$ cat config.mk
export PLATFORM = sky130hd
export DESIGN_NAME = serial_uart_bridge
export DESIGN_NICKNAME = d
export VERILOG_FILES = /design/src/rtl/serial_uart_bridge.sv
export SDC_FILE = /design/constraint.sdc
export NUM_CORES = 1
export LEC_CHECK = 0
export CORE_AREA = 5 5 139 141
export DETAILED_ROUTE_END_ITERATION = 10
export DIE_AREA = 0 0 144 146
export PLACE_DENSITY = 0.53
export SLEW_MARGIN = 20
export SYNTH_ARGS = -nofsm -noshare
export SYNTH_HDL_FRONTEND = slang
export SYNTH_SLANG_ARGS = --single-unit
$ cat constraint.sdc
create_clock -name clock -period 3.4 [get_ports clock]
set_input_delay 1.02 -clock clock [delete_from_list [all_inputs] [get_ports clock]]
set_output_delay 1.02 -clock clock [all_outputs]
set_load 0.05 [all_outputs]
$ cat src/rtl/serial_uart_bridge.sv
// Byte-wide processor serial port <-> 8N1 UART bridge.
// TX and RX each buffer through a small circular FIFO so the core never waits on line timing.

module serial_uart_bridge_fifo #(
  parameter int DEPTH = 4
) (
  input  logic       clock,
  input  logic       reset,
  input  logic       push,
  input  logic [7:0] push_data,
  input  logic       pop,
  output logic       full,
  output logic       empty,
  output logic [7:0] head
);
  localparam int AW = $clog2(DEPTH);
  localparam int CW = AW + 1;

  logic [7:0]    mem [DEPTH];
  logic [AW-1:0] wr_ptr, rd_ptr;
  logic [CW-1:0] count;
  logic          do_push, do_pop;

  assign full    = (count == CW'(DEPTH));
  assign empty   = (count == '0);
  assign do_push = push && !full;
  assign do_pop  = pop && !empty;
  assign head    = empty ? 8'h00 : mem[rd_ptr];

  always_ff @(posedge clock or posedge reset) begin
    if (reset) begin
      wr_ptr <= '0;
      rd_ptr <= '0;
      count  <= '0;
    end else begin
      if (do_push) wr_ptr <= wr_ptr + 1'b1;
      if (do_pop)  rd_ptr <= rd_ptr + 1'b1;
      case ({do_push, do_pop})
        2'b10:   count <= count + 1'b1;
        2'b01:   count <= count - 1'b1;
        default: ;
      endcase
    end
  end

  // Storage needs no reset: head is masked while empty.
  always_ff @(posedge clock) begin
    if (do_push) mem[wr_ptr] <= push_data;
  end
endmodule

module serial_uart_bridge #(
  parameter int CLKS_PER_BIT = 16,
  parameter int FIFO_DEPTH   = 4
) (
  input  logic       clock,
  input  logic       reset,
  input  logic [7:0] wr_data_in,
  input  logic       wr_en_in,
  output logic       wr_ready_out,
  input  logic       rd_en_in,
  output logic [7:0] rd_data_out,
  output logic       rd_valid_out,
  input  logic       uart_rx_in,
  output logic       uart_tx_out,
  output logic       rx_overrun_out,
  output logic       rx_frame_err_out
);
  localparam int BW = $clog2(CLKS_PER_BIT) + 1;
  localparam logic [BW-1:0] BAUD_LAST = BW'(CLKS_PER_BIT - 1);
  localparam logic [BW-1:0] BAUD_HALF = BW'(CLKS_PER_BIT / 2 - 1);

  typedef enum logic [1:0] {TX_IDLE, TX_START, TX_DATA, TX_STOP} tx_state_t;
  typedef enum logic [2:0] {RX_IDLE, RX_START, RX_DATA, RX_STOP, RX_WAIT} rx_state_t;

  // ---------------- TX path ----------------
  logic       tx_fifo_pop, tx_fifo_full, tx_fifo_empty;
  logic [7:0] tx_fifo_head;

  serial_uart_bridge_fifo #(.DEPTH(FIFO_DEPTH)) u_tx_fifo (
    .clock     (clock),
    .reset     (reset),
    .push      (wr_en_in),
    .push_data (wr_data_in),
    .pop       (tx_fifo_pop),
    .full      (tx_fifo_full),
    .empty     (tx_fifo_empty),
    .head      (tx_fifo_head)
  );

  assign wr_ready_out = !tx_fifo_full;

  tx_state_t     tx_state, tx_next;
  logic [BW-1:0] tx_baud;
  logic [2:0]    tx_bit;
  logic [7:0]    tx_shift;
  logic          tx_q, tx_line, tx_bit_done;

  assign tx_bit_done = (tx_baud == BAUD_LAST);
  assign uart_tx_out = tx_q;

  always_ff @(posedge clock or posedge reset) begin
    if (reset) tx_state <= TX_IDLE;
    else       tx_state <= tx_next;
  end

  always_comb begin
    tx_next = tx_state;
    case (tx_state)
      TX_IDLE:  if (!tx_fifo_empty) tx_next = TX_START;
      TX_START: if (tx_bit_done) tx_next = TX_DATA;
      TX_DATA:  if (tx_bit_done && tx_bit == 3'd7) tx_next = TX_STOP;
      TX_STOP:  if (tx_bit_done) tx_next = tx_fifo_empty ? TX_IDLE : TX_START;
      default:  tx_next = TX_IDLE;
    endcase
  end

  always_comb begin
    tx_fifo_pop = 1'b0;
    tx_line     = 1'b1;
    case (tx_state)
      TX_IDLE:  tx_fifo_pop = !tx_fifo_empty;
      TX_START: tx_line = 1'b0;
      TX_DATA:  tx_line = tx_shift[0];
      TX_STOP:  tx_fifo_pop = tx_bit_done && !tx_fifo_empty;
      default:  ;
    endcase
  end

  // Line bit is registered one cycle behind the state so the pin is glitch-free.
  always_ff @(posedge clock or posedge reset) begin
    if (reset) begin
      tx_q     <= 1'b1;
      tx_baud  <= '0;
      tx_bit   <= '0;
      tx_shift <= '0;
    end else begin
      tx_q <= tx_line;
      if (tx_next != tx_state || tx_bit_done || tx_state == TX_IDLE) tx_baud <= '0;
      else                                                          tx_baud <= tx_baud + 1'b1;
      if (tx_fifo_pop) begin
        tx_shift <= tx_fifo_head;
        tx_bit   <= '0;
      end else if (tx_state == TX_DATA && tx_bit_done) begin
        tx_shift <= {1'b0, tx_shift[7:1]};
        tx_bit   <= tx_bit + 1'b1;
      end
    end
  end

  // ---------------- RX path ----------------
  logic [1:0] rx_sync;
  logic       rx_s;

  always_ff @(posedge clock or posedge reset) begin
    if (reset) rx_sync <= 2'b11;
    else       rx_sync <= {rx_sync[0], uart_rx_in};
  end
  assign rx_s = rx_sync[1];

  rx_state_t     rx_state, rx_next;
  logic [BW-1:0] rx_baud;
  logic [2:0]    rx_bit;
  logic [7:0]    rx_shift;
  logic          rx_half, rx_done;
  logic          rx_push, rx_full, rx_empty, set_ovr, set_ferr;

  serial_uart_bridge_fifo #(.DEPTH(FIFO_DEPTH)) u_rx_fifo (
    .clock     (clock),
    .reset     (reset),
    .push      (rx_push),
    .push_data (rx_shift),
    .pop       (rd_en_in),
    .full      (rx_full),
    .empty     (rx_empty),
    .head      (rd_data_out)
  );

  assign rd_valid_out = !rx_empty;
  assign rx_half      = (rx_baud == BAUD_HALF);
  assign rx_done      = (rx_baud == BAUD_LAST);

  always_ff @(posedge clock or posedge reset) begin
    if (reset) rx_state <= RX_IDLE;
    else       rx_state <= rx_next;
  end

  always_comb begin
    rx_next = rx_state;
    case (rx_state)
      RX_IDLE:  if (!rx_s) rx_next = RX_START;
      RX_START: if (rx_half) rx_next = rx_s ? RX_IDLE : RX_DATA;
      RX_DATA:  if (rx_done && rx_bit == 3'd7) rx_next = RX_STOP;
      RX_STOP:  if (rx_done) rx_next = rx_s ? RX_IDLE : RX_WAIT;
      RX_WAIT:  if (rx_s) rx_next = RX_IDLE;
      default:  rx_next = RX_IDLE;
    endcase
  end

  always_comb begin
    rx_push  = 1'b0;
    set_ovr  = 1'b0;
    set_ferr = 1'b0;
    if (rx_state == RX_STOP && rx_done) begin
      rx_push  = rx_s && !rx_full;
      set_ovr  = rx_s && rx_full;
      set_ferr = !rx_s;
    end
  end

  always_ff @(posedge clock or posedge reset) begin
    if (reset) begin
      rx_baud          <= '0;
      rx_bit           <= '0;
      rx_shift         <= '0;
      rx_overrun_out   <= 1'b0;
      rx_frame_err_out <= 1'b0;
    end else begin
      if (rx_next != rx_state || (rx_state == RX_DATA && rx_done)) rx_baud <= '0;
      else                                                         rx_baud <= rx_baud + 1'b1;
      if (rx_state == RX_IDLE) begin
        rx_bit <= '0;
      end else if (rx_state == RX_DATA && rx_done) begin
        rx_shift <= {rx_s, rx_shift[7:1]};
        rx_bit   <= rx_bit + 1'b1;
      end
      if (set_ovr)  rx_overrun_out   <= 1'b1;
      if (set_ferr) rx_frame_err_out <= 1'b1;
    end
  end
endmodule

==> Word level (Yosys, flattened, before mapping) <==
Memory sizes are Yosys's and may differ from the RTL's.
Index checks and enable logic that the tools add are counted.
{ "word_totals": {"ramBits": 64, "in_bits": 13, "n_memories": 2, "register_bits": 56} }
{ "classes": {"n_mux": 35, "n_eq_ne": 20, "bitwise": 1, "addsub": 12, "n_reduce_logical": 29} }
{ "mem_list": {"columns": ["name", "depth", "word_bits", "rd", "rd_ports_with_merged_regs", "wr", "line_no", "source"], "rows": [
  ["u_rx_fifo.mem", 4, 8, 1, 0, 1, "19", "logic [7:0] mem [DEPTH];"],
  ["u_tx_fifo.mem", 4, 8, 1, 0, 1, "19", null]
]} }
{ "op_table": {"columns": ["cell", "count"], "rows": [
  ["$mux 8", 4],
  ["$mux 3", 10],
  ["$eq 3x3->1 const B", 5],
  ["$pmux 3 s5", 1],
  ["$add 3x1->3 const B", 4],
  ["$logic_and 1x1->1", 12],
  ["$pmux 3 s2", 2],
  ["$add 5x1->5 const B", 2],
  ["$eq 5x4->1 const B", 2],
  ["$mux 2", 5],
  ["$mux 5", 2],
  ["$logic_not 3->1", 3],
  ["$add 2x1->2 const B", 4],
  ["$eq 2x2->1 const B", 4],
  ["$mux 1", 8],
  ["$pmux 2 s4", 1],
  ["$reduce_bool 2->1", 4],
  ["$eq 2x1->1 const B", 3],
  ["$eq 3x2->1 const B", 2],
  ["$sub 3x1->3 const B", 2],
  ["$eq 5x3->1 const B", 1],
  ["$logic_not 1->1", 5],
  ["$pmux 1 s2", 2],
  ["$eq 3x1->1 const B", 1],
  ["other kinds (6)", 8]
]} }

==> Logic depth before layout (Yosys ltp) <==
{ "logic_depth": {"depth_word": 8, "depth_mapped": 13, "ltp_nobuf": 13} }

==> Hierarchy <==
Synthesis repeated with hierarchy kept, for this count alone.
{ "unflattened": {"cells_unflattened": 370, "hier_area_um2": 5441.5} }
{ "by_module_without_submodules": {"columns": ["module", "n_inst", "cells_per_inst", "area_each_um2", "seq_area_each_um2"], "rows": [
  ["serial_uart_bridge_fifo", 2, 90, 1660.3, 1136.1],
  ["serial_uart_bridge", 1, 190, 2120.8, 1054.8]
]} }

==> Worst setup path before layout <==
Ideal clock, no wire load.
{ "synth_timing": {"kind": "reg-to-reg", "startpoint": "reg tx_baud[0]", "endpoint": "reg u_tx_fifo.count[2]", "period_less_slack_ns": 2.553, "n_path_buf": 1, "stages_incl_launch_ff": 14, "setup_time_ns": 0.079, "slack_ns": 0.847, "arrival_ns": 2.474, "cell_sequence": "dfrtp_1 > ha_1 > and3_1 > ha_1 > a21oi_1 > or3_4 > inv_1 > buf_2 > ha_1 > inv_1 > fa_1 > xor2_1 > nor2_1 > xor2_1"} }
{ "synth_via": {"elab_chain_len": 6, "elab_cells_between_ends": 8} }
{ "synth_lines": {"columns": ["item", "line_no", "source"], "rows": [
  ["start, declared", "94", "logic [BW-1:0] tx_baud;"],
  ["start signal, assigned", "140", "else tx_baud <= tx_baud + 1'b1;"],
  ["$eq 5x4->1 (*)", "99", "assign tx_bit_done = (tx_baud == BAUD_LAST);"],
  ["$logic_and 1x1->1 (*)", "125", "TX_STOP: tx_fifo_pop = tx_bit_done && !tx_fifo_empty;"],
  ["$pmux 1 s2 (*)", "121", "case (tx_state)"],
  ["$logic_and 1x1->1 (*)", "27", "assign do_pop = pop && !empty;"],
  ["net u_tx_fifo.do_pop", "22", "logic do_push, do_pop;"],
  ["$eq 2x1->1 or $eq 2x2->1 (tied branches)", "38", "case ({do_push, do_pop})"],
  ["$pmux 3 s2 or $reduce_bool 2->1 (tied branches)", null, null],
  ["end signal, assigned", "39", "2'b10: count <= count + 1'b1;"],
  ["end signal, assigned", "40", "2'b01: count <= count - 1'b1;"],
  ["end, declared", "21", "logic [CW-1:0] count;"]
]} }
Mark *: on every way through the listed nets, which the timed path passes. The rest lies on a longest branch.
A chain may end at the register's enable or synchronous reset.

==> Final worst setup path <==
{ "layout_timing": {"startpoint": "reg u_rx_fifo.rd_ptr[0]", "endpoint": "out rd_data_out[2]"} }
{ "layout_via": {"elab_chain_len": 2} }
{ "layout_lines": {"columns": ["item", "line_no", "source"], "rows": [
  ["start, declared", "20", "logic [AW-1:0] wr_ptr, rd_ptr;"],
  ["start signal, assigned", "37", "if (do_pop) rd_ptr <= rd_ptr + 1'b1;"],
  ["$mem_v2 4x8", null, null],
  ["$mux 8", "28", "assign head = empty ? 8'h00 : mem[rd_ptr];"],
  ["end, declared", "62", "output logic [7:0] rd_data_out,"]
]} }
Every way passes these cells.

==> impl_results.md <==
* Antenna Violating Nets Remaining at 0
* Fin worst setup slack at 0.0752 ns
* Global-route wire length before repair at approximately 14000 um
* # hold bufs at CTS at 0
* Per-instance average area after synthesis at about 15 um2
* Largest net degree at the start of global routing at 30
* Leakage Power at approximately 2.5 nW
* WP data arrival at 2.30 ns
* HPWL Detailed at ~5700 um
* Number of buffer cells added on primary ports at 25
* CTS H-Tree Depth at 4
* Origin of the critical flop-to-flop path: rx_baud[0]
* Post-synthesis instance total at 360
* Worst-case hold path end point: rx_sync[1]
* Clock period minus final worst setup slack at roughly 3.3 ns
* Maximum cell stage delay along the critical path at approximately 0.69 ns
* Met3 Use GR at 3.35%
* Proportion of synthesized area in mux cells at between 10% and 20%
* Leftover overflow at the end of global routing at 0
* Power Density at between 800 and 900 nW/um2
* Routed wirelength normalized by instance count at 13.2 um
* Crit-path leading delay family: buffers and inverters
* Area share of and/or/nand/nor cells after synthesis at a little under a tenth
* Number of CTS-inserted buffers at 17
* Path class of the lowest-slack min-delay path: reg2reg
* Total cell area at the placement stage at just under 6000 um2
* Final #Nets at 430
* Setup repair after global routing missed its margin: false
* Buf/Inv on CP at 2
* Reg2reg setup slack at ~0.54 ns
* Met2 layer usage reported by global route at between 10% and 20%
* Row count at 49
* Synth-to-Final Area Change at 20.8%
* Most area-consuming cells after synthesis: sky130_fd_sc_hd__edfxtp_1, sky130_fd_sc_hd__dfrtp_1, sky130_fd_sc_hd__mux4_2
* Dominant combinational cell family by area after synthesis: multiplexers
* Hold path start: rx_sync[0]
* GPL Wtd Cong at between 0.6 and 0.7
* Share of the yosys chip area belonging to registers at between 60% and 70%
* Starting density of the core at between 20% and 30%
* Number of antenna violations at the first check in global routing at 0
* Max Buffers Root-to-Sink at 2
* Met1 usage at about a tenth
* Number of warnings printed during yosys synthesis at 0
* Finished Cell Area at 6370 um2
* FFs w/ async S/R, synth at around 47%
* Highest net fanout along the worst path at 10
* Vert. Die Dim at 146 um
* Proportion of layout cells with a drive suffix above 1 at about 18%
* DRC at 0
* Post-placement cell count at 602
* Setup slack at placement at ~0.48 ns
* Global-route total usage across every layer at 8.72%
* Req. time, crit path at roughly 2.4 ns
* Number of non-filler instances in the completed layout at 634
* Summed instance area of the synthesized netlist at ~5300 um2
* Post-Synth XOR/XNOR Area at roughly 2.8%
* Count of TritonRoute iterations in the first routing pass at 4
* TritonCTS sink count at 120
* Final-layout setup total negative slack at 0 ns
* Final cycle utilization of the critical path at between 90 and 100%
* Post-layout power at between 5 and 6 mW
* Top cell type by total area after synthesis: sky130_fd_sc_hd__edfxtp_1
* Synthesized-area fraction occupied by ao, oa, aoi and oai cells at under 10%
* Number of DRC markers after the initial detailed-route iteration at 93
* Layer with the highest usage: met2
* Tightest hold margin at 0.363 ns
* R2R depth at 13
* Cell at the slowest stage of the critical path: sky130_fd_sc_hd__clkdlybuf4s50_1
* Io pins at 26
* Leading register cell type out of synthesis: sky130_fd_sc_hd__edfxtp_1
* Actual transition at the worst max-transition pin at roughly 0.64 ns
* Post-synthesis register bit count at 120
* Routed vias at approximately 2800
* Clock Skew at about 0.007 ns
* Cell-by-cell listing of the critical path: buf_4 > mux4_2 > and2_1 > clkdlybuf4s50_1
* Synthesized net count at between 300 and 400
* Slew Viols, Final at 0
* Yosys cell types at 48
* Slew Limit Headroom at roughly 57%
* Total wirelength of the detailed-routed design at about 8400 um
* Maximum capacitance violations at 0
* Via-per-instance ratio at approximately 4.5
* Adder and majority gate portion of the synthesized area at just over 6%
* CORE AREA at between 15000 and 20000 um2
* Setup violation total in the final timing report at 0
* Max VDD drop at 0.000510 V
* Number of global-route vias before repair at roughly 2900
* Endpoint of the most critical register-to-register path: u_rx_fifo.count[2]
* Clock Pin Slew Worst Setup and Hold Paths at approximately 0.060 ns
* Maximum frequency from static timing analysis at 301 MHz
* Clock tree from TritonCTS: yes
* Number of cells on the worst hold path at 0
* Clk Tree Root Cell: sky130_fd_sc_hd__clkbuf_16
* Kind of capture point of the worst setup path: output pin
* Total count of hold-check failures in the final report at 0
* Kind of critical path: reg2out
* Post-Route Utilization at a little over a third
* Count of flip-flops with a built-in enable after synthesis at 64
* Category of the worst setup path launch point: flip-flop
* Status: complete, no violations
* Skew-Pair Late Insertion Delay at 0.40 ns
* Die Span X at 144 um
* Top-area cell type share of the netlist area at 36.4%
* Inserted Diodes at 0
* Die area at about 21000 um2
## metal layers
| layer | part of all wire [%] | routed length, um | vias to the layer above |
|---|---|---|---|
| li1 | - | - | 1369 |
| met1 | 45 | 3750 | 1402 |
| met2 | 50 | 4160 | 42 |
| met3 | 4.2 | 349 | 13 |
| met4 | 1.4 | 118 | 0 |
| met5 | 0 | 0 | - |
## power breakdown
| part | internal (mW) | leakage [nW] | switching, mW |
|---|---|---|---|
| clock network | 1.10 | 0.269 | 0.641 |
| registers | 1.81 | 1.27 | 0.255 |
| logic | 0.675 | 1.01 | 0.851 |
| total | 3.59 | 2.55 | 1.75 |
## cells in the mapped netlist, drive strengths merged (2+ instances only)
cell type,n
and3,6
buf,12
mux4,16
o2111ai,2
xnor2,9
o21ai,11
or3,2
dfstp,3
nor2b,6
dfrtp,53
nand3,6
edfxtp,64
a21oi,8
o311ai,2
ha,23
o2bb2ai,2
nor4b,3
inv,21
nand2,24
mux2i,9
mux2,11
nor2,22
fa,2
xor2,8
and2,13
nor3,2
clkbuf,3
a31oi,4
a211oi,2
## worst register-to-register path: stages (launching register included)
cell                      delay [ns]
sky130_fd_sc_hd__dfrtp_1        0.39
sky130_fd_sc_hd__ha_1           0.24
sky130_fd_sc_hd__and3_1         0.19
sky130_fd_sc_hd__ha_1           0.31
sky130_fd_sc_hd__and4b_1        0.32
sky130_fd_sc_hd__nand2_1        0.12
sky130_fd_sc_hd__a21oi_4        0.06
sky130_fd_sc_hd__inv_1          0.07
sky130_fd_sc_hd__ha_1           0.17
sky130_fd_sc_hd__inv_1          0.07
sky130_fd_sc_hd__fa_1           0.43
sky130_fd_sc_hd__xor2_1         0.15
sky130_fd_sc_hd__nor2_1         0.11
sky130_fd_sc_hd__xor2_1         0.15
## registers in the layout, summed over array words and instances (netlist names)
register,count
rx_sync,2
rx_overrun_out,1
u_rx_fifo.wr_ptr,2
tx_baud,5
u_tx_fifo.wr_ptr,2
rx_baud,5
u_tx_fifo.rd_ptr,2
rx_state,3
rx_frame_err_out,1
u_rx_fifo.rd_ptr,2
tx_state,2
tx_bit,3
uart_tx_out,1
u_rx_fifo.count,3
rx_shift,8
u_tx_fifo.count,3
tx_shift,8
u_rx_fifo.mem,32
rx_bit,3
u_tx_fifo.mem,32
## kinds of logic after synthesis
| group | count (synthesis) |
|---|---|
| buffers and inverters | 36 |
| XOR/XNOR | 17 |
| AO/OA/AOI/OAI | 37 |
| adder cells (fa/ha/maj) | 25 |
| flip-flops | 120 |
| AND/OR/NAND/NOR | 89 |
| multiplexers | 36 |
## worst max-delay path by stage
stage	start	end	slack [ns]	depth (start not counted)
6_report	u_rx_fifo.rd_ptr[0]	rd_data_out[2]	0.08	4
2_1_floorplan	tx_baud[0]	u_tx_fifo.count[2]	0.85	13
5_1_grt	u_rx_fifo.rd_ptr[0]	rd_data_out[1]	0.0001	4
3_5_place_dp	u_rx_fifo.rd_ptr[0]	rd_data_out[0]	0.48	4
3_3_place_gp	u_rx_fifo.rd_ptr[0]	rd_data_out[2]	0.49	4
4_1_cts	u_rx_fifo.rd_ptr[0]	rd_data_out[0]	0.03	4
## what timing repair did
| action | 4_1_cts | 5_1_grt |
|---|---|---|
| resized for setup | 0 | 6 |
| setup buffers | 0 | 0 |
| endpoints found under the setup margin | 0 | 6 |
## cell usage in the layout (no fill, tap or decap), types with 3 or more instances in the layout
cell / synthesis / layout
sky130_fd_sc_hd__edfxtp_1: 64 / 64
sky130_fd_sc_hd__dfrtp_1: 53 / 53
sky130_fd_sc_hd__nand2_1: 24 / 24
sky130_fd_sc_hd__ha_1: 23 / 23
sky130_fd_sc_hd__nor2_1: 22 / 22
sky130_fd_sc_hd__inv_1: 20 / 19
sky130_fd_sc_hd__clkdlybuf4s50_1: 0 / 19
sky130_fd_sc_hd__clkbuf_16: 0 / 17
sky130_fd_sc_hd__mux4_2: 16 / 16
sky130_fd_sc_hd__and2_1: 13 / 13
sky130_fd_sc_hd__mux2_2: 11 / 11
sky130_fd_sc_hd__o21ai_0: 11 / 11
sky130_fd_sc_hd__xnor2_1: 9 / 9
sky130_fd_sc_hd__mux2i_1: 9 / 9
sky130_fd_sc_hd__xor2_1: 8 / 8
sky130_fd_sc_hd__a21oi_1: 7 / 7
sky130_fd_sc_hd__nand3_1: 6 / 6
sky130_fd_sc_hd__nor2b_1: 6 / 6
sky130_fd_sc_hd__and3_1: 6 / 6
sky130_fd_sc_hd__clkinvlp_4: 0 / 6
sky130_fd_sc_hd__dlymetal6s2s_1: 0 / 6
sky130_fd_sc_hd__a31oi_1: 4 / 4
sky130_fd_sc_hd__dfstp_2: 3 / 3
## area by class of cell
type	count	area, um2
Clock buffer	18	439
Clock inverter	14	149
Fill cell	1691	11500
Inverter	21	78.8
Multi-Input combinational cell	204	1790
Sequential cell	120	3330
Tap cell	229	287
Timing Repair Buffer	28	300
Note: power is estimated with default switching activity, not from simulation.
